$ cat src/rtl/udma_eth_tx_frame_engine.sv
// Ethernet TX frame engine: queues frame descriptors, fetches each frame from L2 through
// the uDMA TX channel (word transfer + byte remainder) and streams it to the MAC as AXI-stream.
// Latency: descriptor pop to uDMA start pulse is 1 cycle; data beats pass combinationally uDMA -> stream.
// Backpressure: m_axis_tready_i stalls the uDMA data handshake directly; pad beats hold while stalled;
//               desc_ready_o drops when the descriptor queue is full.
// Ports: desc_* descriptor push, cfg_tx_* uDMA channel setup, data_tx_* uDMA data path,
//        m_axis_* MAC stream, busy/frame_done/err_zero_len/abort status, desc_count queue level.
module udma_eth_tx_frame_engine #(
    parameter int L2_AWIDTH_NOAL  = 12,
    parameter int TRANS_SIZE      = 16,
    parameter int DESC_DEPTH      = 4,
    parameter int MIN_FRAME_BYTES = 60,
    parameter int IFG_CYCLES      = 3
) (
    input  logic                          clk_i,
    input  logic                          rst_i,
    input  logic                          desc_valid_i,
    output logic                          desc_ready_o,
    input  logic [L2_AWIDTH_NOAL-1:0]     desc_addr_i,
    input  logic [TRANS_SIZE-1:0]         desc_size_i,
    input  logic                          clr_i,
    output logic [L2_AWIDTH_NOAL-1:0]     cfg_tx_startaddr_o,
    output logic [TRANS_SIZE-1:0]         cfg_tx_size_o,
    output logic [1:0]                    cfg_tx_datasize_o,
    output logic                          cfg_tx_en_o,
    output logic                          cfg_tx_clr_o,
    output logic                          data_tx_req_o,
    input  logic                          data_tx_gnt_i,
    output logic [1:0]                    data_tx_datasize_o,
    input  logic [31:0]                   data_tx_i,
    input  logic                          data_tx_valid_i,
    output logic                          data_tx_ready_o,
    output logic [31:0]                   m_axis_tdata_o,
    output logic [3:0]                    m_axis_tkeep_o,
    output logic                          m_axis_tvalid_o,
    output logic                          m_axis_tuser_o,
    output logic                          m_axis_tlast_o,
    input  logic                          m_axis_tready_i,
    output logic                          busy_o,
    output logic                          frame_done_o,
    output logic                          err_zero_len_o,
    output logic                          abort_o,
    output logic [$clog2(DESC_DEPTH):0]   desc_count_o
);

    localparam int PW = $clog2(DESC_DEPTH);
    localparam int CW = PW + 1;
    localparam int GW = $clog2(IFG_CYCLES + 1) + 1;
    localparam logic [TRANS_SIZE:0] LP_MIN = (TRANS_SIZE + 1)'(MIN_FRAME_BYTES);
    localparam logic [TRANS_SIZE:0] LP_FOUR = (TRANS_SIZE + 1)'(4);

    typedef enum logic [2:0] {S_IDLE, S_REQ_W, S_XFER_W, S_REQ_B, S_XFER_B, S_PAD, S_GAP} state_t;

    state_t                    r_state;
    logic [L2_AWIDTH_NOAL-1:0] r_fifo_addr [DESC_DEPTH];
    logic [TRANS_SIZE-1:0]     r_fifo_size [DESC_DEPTH];
    logic [PW-1:0]             r_wptr, r_rptr;
    logic [CW-1:0]             r_count;
    logic [L2_AWIDTH_NOAL-1:0] r_cfg_addr, r_tail_addr;
    logic [TRANS_SIZE-1:0]     r_cfg_size, r_words_left;
    logic [1:0]                r_cfg_ds, r_rem;
    logic                      r_cfg_en, r_cfg_clr, r_done, r_err, r_abort, r_first;
    logic [TRANS_SIZE:0]       r_bytes_sent;
    logic [GW-1:0]             r_gap_cnt;

    logic                      w_push, w_pop, w_hs, w_tvalid, w_data_rdy, w_last_data, w_tlast;
    logic [31:0]               w_tdata;
    logic [3:0]                w_tkeep;
    logic [TRANS_SIZE:0]       w_beat_bytes, w_sent_next, w_pad_left;
    logic [L2_AWIDTH_NOAL-1:0] w_head_addr, w_tail_addr;
    logic [TRANS_SIZE-1:0]     w_head_size;

    // clr_i wins over both queue operations; it flushes the queue outright
    assign desc_ready_o = (r_count != CW'(DESC_DEPTH));
    assign w_push       = desc_valid_i & desc_ready_o & ~clr_i;
    assign w_pop        = (r_state == S_IDLE) & (r_count != '0) & ~clr_i;
    assign w_head_addr  = r_fifo_addr[r_rptr];
    assign w_head_size  = r_fifo_size[r_rptr];
    // Address of the byte remainder: start plus the word-aligned part of the length
    assign w_tail_addr  = w_head_addr + L2_AWIDTH_NOAL'({w_head_size[TRANS_SIZE-1:2], 2'b00});

    always_ff @(posedge clk_i) begin
        if (w_push) begin
            r_fifo_addr[r_wptr] <= desc_addr_i;
            r_fifo_size[r_wptr] <= desc_size_i;
        end
    end

    always_ff @(posedge clk_i or posedge rst_i) begin
        if (rst_i) begin
            r_wptr  <= '0;
            r_rptr  <= '0;
            r_count <= '0;
        end else if (clr_i) begin
            r_wptr  <= '0;
            r_rptr  <= '0;
            r_count <= '0;
        end else begin
            if (w_push) r_wptr <= r_wptr + 1'b1;
            if (w_pop)  r_rptr <= r_rptr + 1'b1;
            case ({w_push, w_pop})
                2'b10:   r_count <= r_count + 1'b1;
                2'b01:   r_count <= r_count - 1'b1;
                default: r_count <= r_count;
            endcase
        end
    end

    // Stream beat generation; the pad phase is marked as "last data" so tlast falls out of
    // the same byte-count test in every phase
    assign w_pad_left = LP_MIN - r_bytes_sent;

    always_comb begin
        w_tvalid     = 1'b0;
        w_tdata      = '0;
        w_tkeep      = '0;
        w_data_rdy   = 1'b0;
        w_beat_bytes = '0;
        w_last_data  = 1'b0;
        case (r_state)
            S_XFER_W: begin
                w_data_rdy   = m_axis_tready_i;
                w_tvalid     = data_tx_valid_i;
                w_tdata      = data_tx_i;
                w_tkeep      = 4'hF;
                w_beat_bytes = LP_FOUR;
                w_last_data  = (r_words_left == TRANS_SIZE'(1)) && (r_rem == 2'd0);
            end
            S_XFER_B: begin
                w_data_rdy   = m_axis_tready_i;
                w_tvalid     = data_tx_valid_i;
                w_tdata      = {24'h0, data_tx_i[7:0]};
                w_tkeep      = 4'h1;
                w_beat_bytes = (TRANS_SIZE + 1)'(1);
                w_last_data  = (r_rem == 2'd1);
            end
            S_PAD: begin
                w_tvalid    = 1'b1;
                w_last_data = 1'b1;
                if (w_pad_left >= LP_FOUR) begin
                    w_tkeep      = 4'hF;
                    w_beat_bytes = LP_FOUR;
                end else begin
                    w_tkeep      = (4'b0001 << w_pad_left[1:0]) - 4'b0001;
                    w_beat_bytes = w_pad_left;
                end
            end
            default: ;
        endcase
    end

    assign w_sent_next = r_bytes_sent + w_beat_bytes;
    assign w_tlast     = w_last_data & (w_sent_next >= LP_MIN);
    assign w_hs        = w_tvalid & m_axis_tready_i;

    always_ff @(posedge clk_i or posedge rst_i) begin
        if (rst_i) begin
            r_state      <= S_IDLE;
            r_cfg_addr   <= '0;
            r_cfg_size   <= '0;
            r_cfg_ds     <= '0;
            r_cfg_en     <= 1'b0;
            r_cfg_clr    <= 1'b0;
            r_done       <= 1'b0;
            r_err        <= 1'b0;
            r_abort      <= 1'b0;
            r_first      <= 1'b0;
            r_tail_addr  <= '0;
            r_words_left <= '0;
            r_rem        <= '0;
            r_bytes_sent <= '0;
            r_gap_cnt    <= '0;
        end else begin
            r_cfg_en  <= 1'b0;
            r_cfg_clr <= 1'b0;
            r_done    <= 1'b0;
            r_err     <= 1'b0;
            r_abort   <= 1'b0;
            if (clr_i) begin
                r_cfg_clr <= 1'b1;
                r_abort   <= (r_state != S_IDLE) && (r_state != S_GAP);
                r_first   <= 1'b0;
                r_state   <= S_IDLE;
            end else begin
                case (r_state)
                    S_IDLE: begin
                        if (w_pop) begin
                            r_bytes_sent <= '0;
                            r_first      <= 1'b1;
                            r_tail_addr  <= w_tail_addr;
                            r_rem        <= w_head_size[1:0];
                            r_words_left <= w_head_size >> 2;
                            r_cfg_addr   <= w_head_addr;
                            if (w_head_size == '0) begin
                                r_err <= 1'b1;
                            end else if (w_head_size[TRANS_SIZE-1:2] != '0) begin
                                r_cfg_size <= {w_head_size[TRANS_SIZE-1:2], 2'b00};
                                r_cfg_ds   <= 2'd2;
                                r_cfg_en   <= 1'b1;
                                r_state    <= S_REQ_W;
                            end else begin
                                r_cfg_size <= w_head_size;
                                r_cfg_ds   <= 2'd0;
                                r_cfg_en   <= 1'b1;
                                r_state    <= S_REQ_B;
                            end
                        end
                    end
                    S_REQ_W: if (data_tx_gnt_i) r_state <= S_XFER_W;
                    S_REQ_B: if (data_tx_gnt_i) r_state <= S_XFER_B;
                    S_XFER_W, S_XFER_B, S_PAD: begin
                        if (w_hs) begin
                            r_first      <= 1'b0;
                            r_bytes_sent <= w_sent_next;
                            if (r_state == S_XFER_W) r_words_left <= r_words_left - 1'b1;
                            if (r_state == S_XFER_B) r_rem <= r_rem - 1'b1;
                            if (w_tlast) begin
                                r_done    <= 1'b1;
                                r_gap_cnt <= '0;
                                r_state   <= (IFG_CYCLES == 0) ? S_IDLE : S_GAP;
                            end else if ((r_state == S_XFER_W) && (r_words_left == TRANS_SIZE'(1))
                                         && (r_rem != 2'd0)) begin
                                r_cfg_addr <= r_tail_addr;
                                r_cfg_size <= {{(TRANS_SIZE-2){1'b0}}, r_rem};
                                r_cfg_ds   <= 2'd0;
                                r_cfg_en   <= 1'b1;
                                r_state    <= S_REQ_B;
                            end else if (w_last_data) begin
                                r_state <= S_PAD;
                            end
                        end
                    end
                    S_GAP: begin
                        if (r_gap_cnt == GW'(IFG_CYCLES - 1)) r_state <= S_IDLE;
                        else                                  r_gap_cnt <= r_gap_cnt + 1'b1;
                    end
                    default: r_state <= S_IDLE;
                endcase
            end
        end
    end

    assign cfg_tx_startaddr_o = r_cfg_addr;
    assign cfg_tx_size_o      = r_cfg_size;
    assign cfg_tx_datasize_o  = r_cfg_ds;
    assign data_tx_datasize_o = r_cfg_ds;
    assign cfg_tx_en_o        = r_cfg_en;
    assign cfg_tx_clr_o       = r_cfg_clr;
    assign data_tx_req_o      = (r_state == S_REQ_W) || (r_state == S_REQ_B);
    assign data_tx_ready_o    = w_data_rdy;
    assign m_axis_tdata_o     = w_tdata;
    assign m_axis_tkeep_o     = w_tkeep;
    assign m_axis_tvalid_o    = w_tvalid;
    assign m_axis_tuser_o     = r_first & w_tvalid;
    assign m_axis_tlast_o     = w_tlast;
    assign busy_o             = (r_state != S_IDLE);
    assign frame_done_o       = r_done;
    assign err_zero_len_o     = r_err;
    assign abort_o            = r_abort;
    assign desc_count_o       = r_count;

endmodule

$ cat config.mk
export PLATFORM = sky130hd
export DESIGN_NAME = udma_eth_tx_frame_engine
export DESIGN_NICKNAME = d
export VERILOG_FILES = /design/src/rtl/udma_eth_tx_frame_engine.sv
export SDC_FILE = /design/constraint.sdc
export NUM_CORES = 1
export LEC_CHECK = 0
export BUFFER_PORTS_ARGS = -buffer_cell sky130_fd_sc_hd__buf_2
export CAP_MARGIN = 20
export CORE_MARGIN = 3
export CORE_UTILIZATION = 55
export DETAILED_ROUTE_END_ITERATION = 7
export MAX_ROUTING_LAYER = met4
export PLACE_DENSITY = 0.77
export SLEW_MARGIN = 20
export SYNTH_ARGS = -nofsm -noshare
export SYNTH_HDL_FRONTEND = slang
export SYNTH_SLANG_ARGS = --single-unit
$ cat constraint.sdc
create_clock -name clk_i -period 5.7 [get_ports clk_i]
set_clock_uncertainty 0.15 [all_clocks]
set_input_delay 0.855 -clock clk_i [delete_from_list [all_inputs] [get_ports clk_i]]
set_output_delay 0.855 -clock clk_i [all_outputs]
set_load 0.01 [all_outputs]
==> flow_metrics.py, run 1 <==
metrics = {
    "power_and_ir_drop": {
        "combPwrFrac_pct": 46.6,
        "p_leak_nw": 5.46,
        "power.share.clock_pct": 21.0,
        "swShare_pct": 40.7,
        "p_int_mw": 4.06,
        "power_density_mw_per_mm2": 545,
        "seq_power_share_pct": 32.4,
        "irDropWorstVdd_mv": 0.374,
        "switchingPower_mw": 2.78,
    },
    "logic_synthesis": {
        "synthDistinctLibCells": 66,
        "postSynth.asyncResetShare_pct": 45.9,
        "synth-edff-count": 112,
        "yosys_register_bits": 207,
        "avgSynthCellArea_um2": 11.5,
        "synth_warnings": 0,
        "syn_inst": 903,
        "dominantRegCellSynth": "edfxtp_1",
        "netlist_area_mm2": 0.0104,
        "yosysSeqAreaShare_pct": 55.4,
    },
    "floorplanning": {
        "die_width_um": 143,
        "fp.dieH_um": 143,
        "ioPinCount": 150,
        "start_util_pct": 56.9,
        "rows": 49,
        "die_area_mm2": 0.0205,
        "fp.coreArea_mm2": 0.0182,
    },
    "timing": {
        "timing.hold.ws_ns": 0.223,
        "final_hold_viol_count": 0,
        "rsz0062_at_grt": "yes",
        "max_slew_margin_pct": 33.7,
        "setup_viol": 1,
        "worst_slew_pin_slew_ns": 0.992,
        "drv_slew": 0,
        "fmax_ghz": 0.169,
        "setup_ws_ns": -0.212,
        "fin_crit_ns": 5.91,
        "fin_crit_sh_pct": 104,
    },
    "worst_setup_path": {
        "required_ns": 4.70,
        "path_max_fanout": 5,
        "reg2reg_slack_ns": 0.72,
        "end_kind": "output pin",
        "critPathLaunch": "r_bytes_sent[5]$_DFFE_PP0P_",
        "critical_path_class": "flop to output pin",
        "crit_end": "m_axis_tlast_o",
        "r2r_cells": 25,
        "r2r-end": "r_gap_cnt[0]$_DFFE_PP0P_",
        "reg2reg_from": "r_bytes_sent[5]$_DFFE_PP0P_",
        "cp-start-kind": "flop",
        "arrival_ns": 4.91,
    },
    "grt": {
        "first_global_vias": 7740,
        "grt_max_degree": 57,
        "grt-ovfl-total": 0,
        "antenna_found_initial": 1,
        "globalRouteTotalUtil_pct": 25.9,
        "grt_pass1_wl_um": 40800,
    },
    "finish": {
        "stdcell_count": 1337,
        "drive_gt1_share_pct": 27.9,
        "fill_cells": 1278,
        "design_area_mm2": 0.0125,
        "syn2layout_area_growth_pct": 21.0,
        "fin_util_pct": 68.9,
        "nets": 1198,
    },
    "status": {
        "violations": "setup timing",
        "status": "complete, but fails checks",
    },
    "placed_design": {
        "placed_cells": 1262,
        "dpl.hpwl_um": 16900,
        "dpl_cell_area_mm2": 0.0113,
        "gp_congestion": 0.917,
        "port_buffers": 147,
    },
    "drt": {
        "post-route-drc-count": 0,
        "drt_iter0_markers": 744,
        "drtPass1Iterations": 6,
        "ant_nets": 0,
        "wl_per_cell_um": 19.9,
        "via_per_inst": 6.04,
        "wirelength_um": 26600,
        "vias": 8077,
    },
    "cts": {
        "ctsLongestPathBuffers": 3,
        "cts-root-buf": "clkbuf_16",
        "cts_made_buffers": 23,
        "clkTransAtPathRegs_ns": 0.06,
        "numClockSinks": 207,
        "clk_latency_ns": 0.52,
        "h-tree-depth": 1,
        "tritoncts": "done",
    },
    "worst_hold_path": {
        "min_path_type": "primary input to asynchronous set/reset pin",
    },
    "job": {
        "cap_violations": 0,
    },
}
## routing by layer
metal	part of all wire [%]	vias to the layer above	routed length, um	GRT usage [%]
met2	50	357	13200	41.6
met1	41	3946	10800	34.6
met4	3.1	0	820	7.98
met3	6.6	66	1760	4.09
met5	0	-	0	-
li1	-	3708	-	-
## cell usage in the layout (no fill, tap or decap), types with 4 or more instances in the layout
cell and n:
buf_2 147, nand2_1 136, edfxtp_1 112, dfrtp_1 87, nor2_1 57, o21ai_0 56, buf_4 41, ha_1 36
a21oi_1 30, and3_1 29, mux4_2 28, inv_1 27, clkbuf_16 23, a22o_1 19, xnor2_1 16, o21ai_1 16
nor3_1 15, conb_1 15, a31oi_1 14, and2_1 14, a21o_1 9, xor2_1 9, nand4_1 8, nand3_1 8
dfrtp_2 8, or3_1 7, o21a_1 7, o31ai_1 7, nand2b_1 6, a211o_1 6, nor4_1 6, clkinv_2 6
nor3b_1 4, o21bai_1 4, and2_2 4
## flip-flops by register name, summed over array words and instances, names as in the netlist, 3 cells and up
register            flops
r_fifo_size            64
cfg_tx_startaddr_o     12
r_words_left           16
r_state                 3
r_fifo_addr            48
r_gap_cnt               3
desc_count_o            3
r_bytes_sent           17
cfg_tx_size_o          16
r_tail_addr            12
## layout make-up
type                       count  area, um^2  area share (%)
sequential                   207        5750            45.9
inverter                      31         119           0.948
clock buffer                  29         628            5.01
timing repair buffer         189        1070            8.54
tap                          229         287            2.29
antenna                        1        2.50          0.0200
clock inverter                13         110           0.878
multi-input combinational    638        4570            36.5
## synthesized netlist by cell type, types with 28 or more instances
cell type | count | area [um^2]
ha_1 | 38 | 475
nor2_1 | 59 | 221
edfxtp_1 | 112 | 3360
o21ai_0 | 60 | 300
mux4_2 | 28 | 631
and3_1 | 29 | 181
nand2_1 | 137 | 514
inv_1 | 30 | 113
a21oi_1 | 32 | 160
dfrtp_1 | 95 | 2380
clkbuf_1 | 28 | 105
## logic make-up (layout without fill, tap and decap cells)
logic type	count (synthesis)	after routing	synth area share (%)
compound gates	209	209	13.3
xor+xnor	27	27	2.28
fa+ha+maj	41	41	5.17
buf+inv	72	262	3.06
flops	207	207	55.4
mux	32	32	6.47
other cells	1	16	0.0362
simple gates	314	314	14.3
## critical path, cell delays in order, from the launching register on
cell and delay (ns):
dfrtp_1 0.39, nand4_1 0.23, buf_4 0.23, nor2_4 0.07, nand3_1 0.08, o31a_1 0.12, o41ai_2 0.36, nand2_1 0.16
nor3_2 0.19, buf_4 0.16, nand2_2 0.06, a21oi_2 0.16, ha_2 0.21, inv_2 0.04, fa_2 0.35, nor2b_2 0.16
o31a_1 0.22, buf_4 0.14, o311a_4 0.18, nor3_2 0.05, a311oi_2 0.36, nor4_4 0.09, a41oi_2 0.22, buf_2 0.17
## repair_timing
| action | CTS | global route |
|---|---|---|
| endpoints found under the setup margin | 1 | 1 |
| hold buffers | 0 | 0 |
| resized for setup | 32 | 18 |
| setup buffers | 17 | 14 |
| pin swaps | 19 | 18 |
## power groups by stage
stage | sequential, mW | clock, mW | combinational, mW
3_3_place_gp | 2.21 | 0 | 2.65
3_5_place_dp | 2.22 | 0 | 2.70
2_1_floorplan | 2.16 | 0 | 1.99
5_1_grt | 2.25 | 1.52 | 3.48
6_report | 2.21 | 1.44 | 3.19
4_1_cts | 2.21 | 1.45 | 2.91
## stage by stage
step / total power [mW] / setup TNS, ns / worst slack, ns
floorplan: 4.15 / 0 / 0.585
global placement: 4.86 / 0 / 0.277
detailed placement: 4.92 / 0 / 0.114
CTS: 6.57 / -0.0811 / -0.0811
global route: 7.25 / -0.368 / -0.368
finish: 6.84 / -0.212 / -0.212
## worst min path at each step
stage	startpoint	end	cells after the start
2_1_floorplan	r_tail_addr[2]$_DFFE_PP0P_	r_tail_addr[2]$_DFFE_PP0P_	2
3_3_place_gp	r_tail_addr[0]$_DFFE_PP0P_	r_tail_addr[0]$_DFFE_PP0P_	2
3_5_place_dp	r_tail_addr[0]$_DFFE_PP0P_	r_tail_addr[0]$_DFFE_PP0P_	2
4_1_cts	rst_i	cfg_tx_size_o[5]$_DFFE_PP0P_	2
5_1_grt	rst_i	cfg_tx_size_o[5]$_DFFE_PP0P_	2
6_report	rst_i	cfg_tx_size_o[5]$_DFFE_PP0P_	2
Power figures use the tool's default switching activity.
==> inputs of run 2 (changes only) <==
--- a/config.mk
+++ b/config.mk
@@ -7,11 +7,13 @@
 export LEC_CHECK = 0
 export BUFFER_PORTS_ARGS = -buffer_cell sky130_fd_sc_hd__buf_2
 export CAP_MARGIN = 20
+export CELL_PAD_IN_SITES_DETAIL_PLACEMENT = 0
+export CELL_PAD_IN_SITES_GLOBAL_PLACEMENT = 1
 export CORE_MARGIN = 3
-export CORE_UTILIZATION = 55
+export CORE_UTILIZATION = 46
 export DETAILED_ROUTE_END_ITERATION = 7
 export MAX_ROUTING_LAYER = met4
-export PLACE_DENSITY = 0.77
+export PLACE_DENSITY_LB_ADDON = 0.1
 export SLEW_MARGIN = 20
 export SYNTH_ARGS = -nofsm -noshare
 export SYNTH_HDL_FRONTEND = slang
==> flow_metrics.py, run 2 (synthesis gave the netlist of run 1 again) <==
metrics = {
    "drt": {
        "post-route-drc-count": 0,
        "via_per_inst": 5.49,
        "wirelength_um": 25500,
        "vias": 7587,
        "drt_iter0_markers": 448,
        "drtPass1Iterations": 4,
        "wl_per_cell_um": 18.5,
        "ant_nets": 0,
    },
    "grt": {
        "grt_pass1_wl_um": 40000,
        "grt-ovfl-total": 0,
        "globalRouteTotalUtil_pct": 21.2,
        "first_global_vias": 7304,
        "grt_max_degree": 72,
        "antenna_found_initial": 1,
    },
    "job": {
        "cap_violations": 0,
    },
    "floorplanning": {
        "fp.dieH_um": 156,
        "rows": 54,
        "start_util_pct": 47.2,
        "fp.coreArea_mm2": 0.0220,
        "die_width_um": 156,
        "die_area_mm2": 0.0244,
        "ioPinCount": 150,
    },
    "cts": {
        "ctsLongestPathBuffers": 3,
        "numClockSinks": 207,
        "clk_latency_ns": 0.51,
        "clkTransAtPathRegs_ns": 0.07,
        "cts_made_buffers": 23,
        "tritoncts": "done",
        "cts-root-buf": "clkbuf_16",
        "h-tree-depth": 1,
    },
    "finish": {
        "fill_cells": 1892,
        "syn2layout_area_growth_pct": 20.8,
        "top_register": "r_fifo_size",
        "design_area_mm2": 0.0125,
        "drive_gt1_share_pct": 26.5,
        "most-common-layout-cells": "buf_2 (147), nand2_1 (137), edfxtp_1 (112), dfrtp_1 (87), nor2_1 (58)",
        "largest_reg_flops": 64,
        "nets": 1191,
        "mostFrequentLayoutCell": "buf_2",
        "top_regs": "r_fifo_size (64), r_fifo_addr (48), r_bytes_sent (17)",
        "fin_util_pct": 57.0,
    },
    "power_and_ir_drop": {
        "p_total_mw": 6.81,
        "irDropWorstVdd_mv": 0.343,
        "p_leak_nw": 5.43,
        "power_density_mw_per_mm2": 544,
    },
    "placed_design": {
        "dpl_cell_area_mm2": 0.0114,
        "dpl.hpwl_um": 17600,
        "port_buffers": 147,
        "gp_congestion": 0.847,
    },
    "timing": {
        "worst_slew_pin_slew_ns": 0.950,
        "max_slew_margin_pct": 36.5,
        "drv_slew": 0,
        "setup_ws_ns": -0.0520,
        "fin_tns_setup_ns": -0.0520,
        "final_hold_viol_count": 0,
        "rsz0062_at_grt": "yes",
        "fin_crit_ns": 5.75,
        "fin_crit_sh_pct": 101,
        "setup_viol": 1,
        "fmax_ghz": 0.174,
    },
    "status": {
        "status": "complete, but fails checks",
        "violations": "setup timing",
    },
    "worst_setup_path": {
        "cp-start-kind": "flop",
        "end_kind": "output pin",
        "critical_path_class": "flop to output pin",
        "path_max_fanout": 5,
        "arrival_ns": 4.75,
        "required_ns": 4.70,
    },
    "worst_hold_path": {
        "min_path_type": "flop to flop",
    },
}
==> run 2: area by class of cell <==
cell class | instances | area (um^2) | share of cell area (%)
tap | 280 | 350 | 2.80
clock buffer | 28 | 626 | 5.00
clock inverter | 14 | 164 | 1.31
inverter | 31 | 119 | 0.950
multi-input combinational | 638 | 4500 | 36.0
antenna | 1 | 2.50 | 0.0200
sequential | 207 | 5750 | 46.0
timing repair buffer | 182 | 998 | 7.98
==> run 2: final timing paths <==
path | from | to | slack (ns) | cells past startpoint
worst max-delay path | r_bytes_sent[7]$_DFFE_PP0P_ | m_axis_tlast_o | -0.05 | 20
worst min-delay path | r_tail_addr[9]$_DFFE_PP0P_ | r_tail_addr[9]$_DFFE_PP0P_ | 0.33 | 2
worst max register to register | r_bytes_sent[7]$_DFFE_PP0P_ | r_state[0]$_DFFE_PP0P_ | 0.81 | 22
worst min register to register | r_tail_addr[9]$_DFFE_PP0P_ | r_tail_addr[9]$_DFFE_PP0P_ | 0.33 | 2
max in group asynchronous | rst_i | r_bytes_sent[0]$_DFFE_PP0P_ | 4.00 | 3
min in group asynchronous | rst_i | r_words_left[3]$_DFFE_PP0P_ | 0.38 | 2
==> run 2: power breakdown <==
group          switching (mW)  internal (mW)  leakage, nW
combinational            1.78           1.28         2.84
clock                   0.606          0.925        0.380
sequential              0.302           1.91         2.22
==> run 2: what timing repair did <==
action                                  CTS  global route
pin swaps                                11            22
hold buffers                              0             0
endpoints found under the setup margin    1             1
endpoints found under the hold margin     0             0
setup buffers                             8            12
gates cloned                              0             0
gates resized for setup                  23            16
==> run 2: layer usage <==
layer | global-route usage [%] | wire, um | share of wire [%]
met1 | 28.1 | 11200 | 44
met4 | 5.17 | 586 | 2.3
met2 | 35.2 | 12800 | 50
met5 | - | 0 | 0
met3 | 2.77 | 978 | 3.8
==> run 2: through the flow <==
step | setup WS (ns) | std cells | hold slack, ns
finish | -0.0520 | 1381 | 0.327
floorplan | 0.585 | 917 | 0.296
detailed placement | 0.0433 | 1318 | 0.317
global placement | 0.135 | 1318 | 0.312
CTS | -0.0605 | 1368 | 0.332
global route | -0.336 | 1381 | 0.364
==> run 2: critical path: stages, from the launching register on <==
cell and delay [ns]:
dfrtp_2 0.44, nor4_4 0.32, o21ai_2 0.13, nor4b_2 0.31, o2111ai_2 0.14, mux2i_1 0.22
a2bb2oi_2 0.11, nor3_4 0.20, nand2_1 0.09, a21oi_2 0.13, ha_2 0.21, inv_2 0.04
fa_2 0.40, nor2b_2 0.14, o31a_1 0.22, or2_4 0.16, a21o_1 0.11, a311oi_2 0.10
nor4_2 0.37, a41oi_2 0.19, buf_2 0.18
==> inputs of run 3 (changes only) <==
--- a/config.mk
+++ b/config.mk
@@ -14,6 +14,7 @@
 export DETAILED_ROUTE_END_ITERATION = 7
 export MAX_ROUTING_LAYER = met4
 export PLACE_DENSITY_LB_ADDON = 0.1
+export REMOVE_ABC_BUFFERS = 1
 export SLEW_MARGIN = 20
 export SYNTH_ARGS = -nofsm -noshare
 export SYNTH_HDL_FRONTEND = slang
==> flow_metrics.py, run 3 (synthesis gave the netlist of run 1 again) <==
metrics = {
    "cts": {
        "clk_latency_ns": 0.53,
        "h-tree-depth": 1,
        "clkTransAtPathRegs_ns": 0.06,
        "ctsLongestPathBuffers": 3,
        "cts_made_buffers": 24,
        "hold_buffers": 0,
        "tritoncts": "done",
        "numClockSinks": 207,
        "cts-root-buf": "clkbuf_16",
    },
    "timing": {
        "rsz0062_at_grt": "yes",
        "final_hold_viol_count": 0,
        "setup_ws_ns": -0.142,
        "setup_viol": 1,
        "fin_crit_ns": 5.84,
        "fmax_ghz": 0.171,
        "drv_slew": 0,
        "worst_slew_pin_slew_ns": 0.950,
        "timing.hold.ws_ns": 0.327,
        "fin_tns_setup_ns": -0.142,
        "max_slew_margin_pct": 36.5,
        "fin_crit_sh_pct": 102,
    },
    "floorplanning": {
        "die_width_um": 156,
        "fp.dieH_um": 156,
        "ioPinCount": 150,
        "rows": 54,
        "start_util_pct": 47.2,
        "fp.coreArea_mm2": 0.0220,
        "die_area_mm2": 0.0244,
    },
    "job": {
        "cap_violations": 0,
    },
    "finish": {
        "top_regs": "r_fifo_size (64), r_fifo_addr (48), r_bytes_sent (17)",
        "most-common-layout-cells": "buf_2 (147), nand2_1 (137), edfxtp_1 (112), dfrtp_1 (93)",
        "stdcell_count": 1379,
        "drive_gt1_share_pct": 25.0,
        "antennaDiodeCount": 0,
        "syn2layout_area_growth_pct": 20.2,
        "mostFrequentLayoutCell": "buf_2",
        "nets": 1189,
        "largest_reg_flops": 64,
        "top_register": "r_fifo_size",
    },
    "power_and_ir_drop": {
        "p_leak_nw": 5.44,
        "irDropWorstVdd_mv": 0.292,
        "power_density_mw_per_mm2": 536,
    },
    "drt": {
        "vias": 7551,
        "via_per_inst": 5.48,
        "wirelength_um": 24900,
        "drt_iter0_markers": 368,
        "post-route-drc-count": 0,
        "drtPass1Iterations": 5,
        "wl_per_cell_um": 18.0,
        "ant_nets": 0,
    },
    "worst_setup_path": {
        "path_buf_inv": 4,
        "cp-start-kind": "flop",
        "crit_path_frequent_cell": "buf_4",
        "slowest_delay_ns": 0.41,
        "end_kind": "output pin",
        "critical_path_class": "flop to output pin",
        "cp_slowest_cell": "dfrtp_1",
        "required_ns": 4.70,
        "crit_family": "compound AO/OA/AOI/OAI gates",
        "path_cells": "nor4_4, o21ai_2, o21a_1, o2111ai_1, mux2i_1, a2bb2oi_2, nor3_1, buf_4, nand2_1, a21oi_1, ha_1, inv_1, fa_1, nor2b_1, o31a_1, or2_2, a21o_1, a311oi_2, nor4_1, buf_4, a41oi_2, buf_2",
        "path_max_fanout": 5,
        "arrival_ns": 4.84,
    },
    "status": {
        "status": "complete, but fails checks",
        "violations": "setup timing",
    },
    "grt": {
        "globalRouteTotalUtil_pct": 21.0,
        "antenna_found_initial": 0,
        "first_global_vias": 7426,
        "grt_pass1_wl_um": 39800,
        "grt_max_degree": 65,
        "grt-ovfl-total": 0,
    },
    "placed_design": {
        "dpl.hpwl_um": 17000,
        "gp_congestion": 0.801,
        "placed_cells": 1329,
        "port_buffers": 147,
    },
    "worst_hold_path": {
        "min_path_type": "flop to flop",
    },
}
[run 3: changes by cell type in the layout (fill, tap and decap cells not counted), sizes merged]
cell      previous run  this run
diode                1         0
clkinv               6        12
buf                182       179
clkinvlp             3         1
inv                 33        31
[run 3: metrics by stage]
stage                     instance area (um^2)  power [mW]  setup WS, ns  utilization (%)
after floorplan                          10200        4.07        -0.160                -
after global placement                   11500        5.00         0.179             52.4
after detailed placement                 11500        5.03         0.155             52.4
after CTS                                12400        6.67        -0.139             56.5
after global routing                     12400        7.19        -0.447             56.7
final                                    12400        6.67        -0.142             56.7
[run 3: repair_timing]
action | in CTS | in global routing
buffers inserted | 6 | 0
cloned | 0 | 0
resized for setup | 14 | 6
pin swaps | 4 | 1
endpoints found under the setup margin | 1 | 1
[run 3: worst paths after layout]
check,from,slack (ns),end,cells after the start
max reg2reg,r_bytes_sent[7]$_DFFE_PP0P_,0.80,r_gap_cnt[2]$_DFFE_PP0P_,24
min reg2reg,r_tail_addr[3]$_DFFE_PP0P_,0.33,r_tail_addr[3]$_DFFE_PP0P_,2
max in group asynchronous,rst_i,4.06,r_bytes_sent[0]$_DFFE_PP0P_,3
min in group asynchronous,rst_i,0.35,r_gap_cnt[0]$_DFFE_PP0P_,2
min,r_tail_addr[3]$_DFFE_PP0P_,0.33,r_tail_addr[3]$_DFFE_PP0P_,2
max,r_bytes_sent[7]$_DFFE_PP0P_,-0.14,m_axis_tlast_o,22
[run 3: power breakdown]
group          switching, mW  internal [mW]  total (mW)
Combinational           1.69           1.24        2.93
Clock                  0.619          0.918        1.54
Sequential             0.297           1.91        2.20
[run 3: routing by layer]
metal | wire (um) | global-route usage, % | vias to the layer above
met4 | 331 | 3.45 | 0
met3 | 1240 | 3.19 | 25
li1 | - | - | 3685
met1 | 10600 | 26.8 | 3660
met2 | 12700 | 36.2 | 181
met5 | 0 | - | -
[run 3: layout make-up]
| class | count | area [um^2] |
|---|---|---|
| timing repair buffer | 179 | 976 |
| clock inverter | 16 | 186 |
| clock buffer | 28 | 616 |
| multi-input combinational | 638 | 4460 |
| inverter | 31 | 119 |
| sequential | 207 | 5740 |
| tap | 280 | 350 |
| fill | 1923 | 9510 |
[run 3: worst min-delay path, cell delays in order, from the launching register on]
cell,delay (ns)
dfrtp_1,0.34
nand2_1,0.04
o21ai_0,0.06
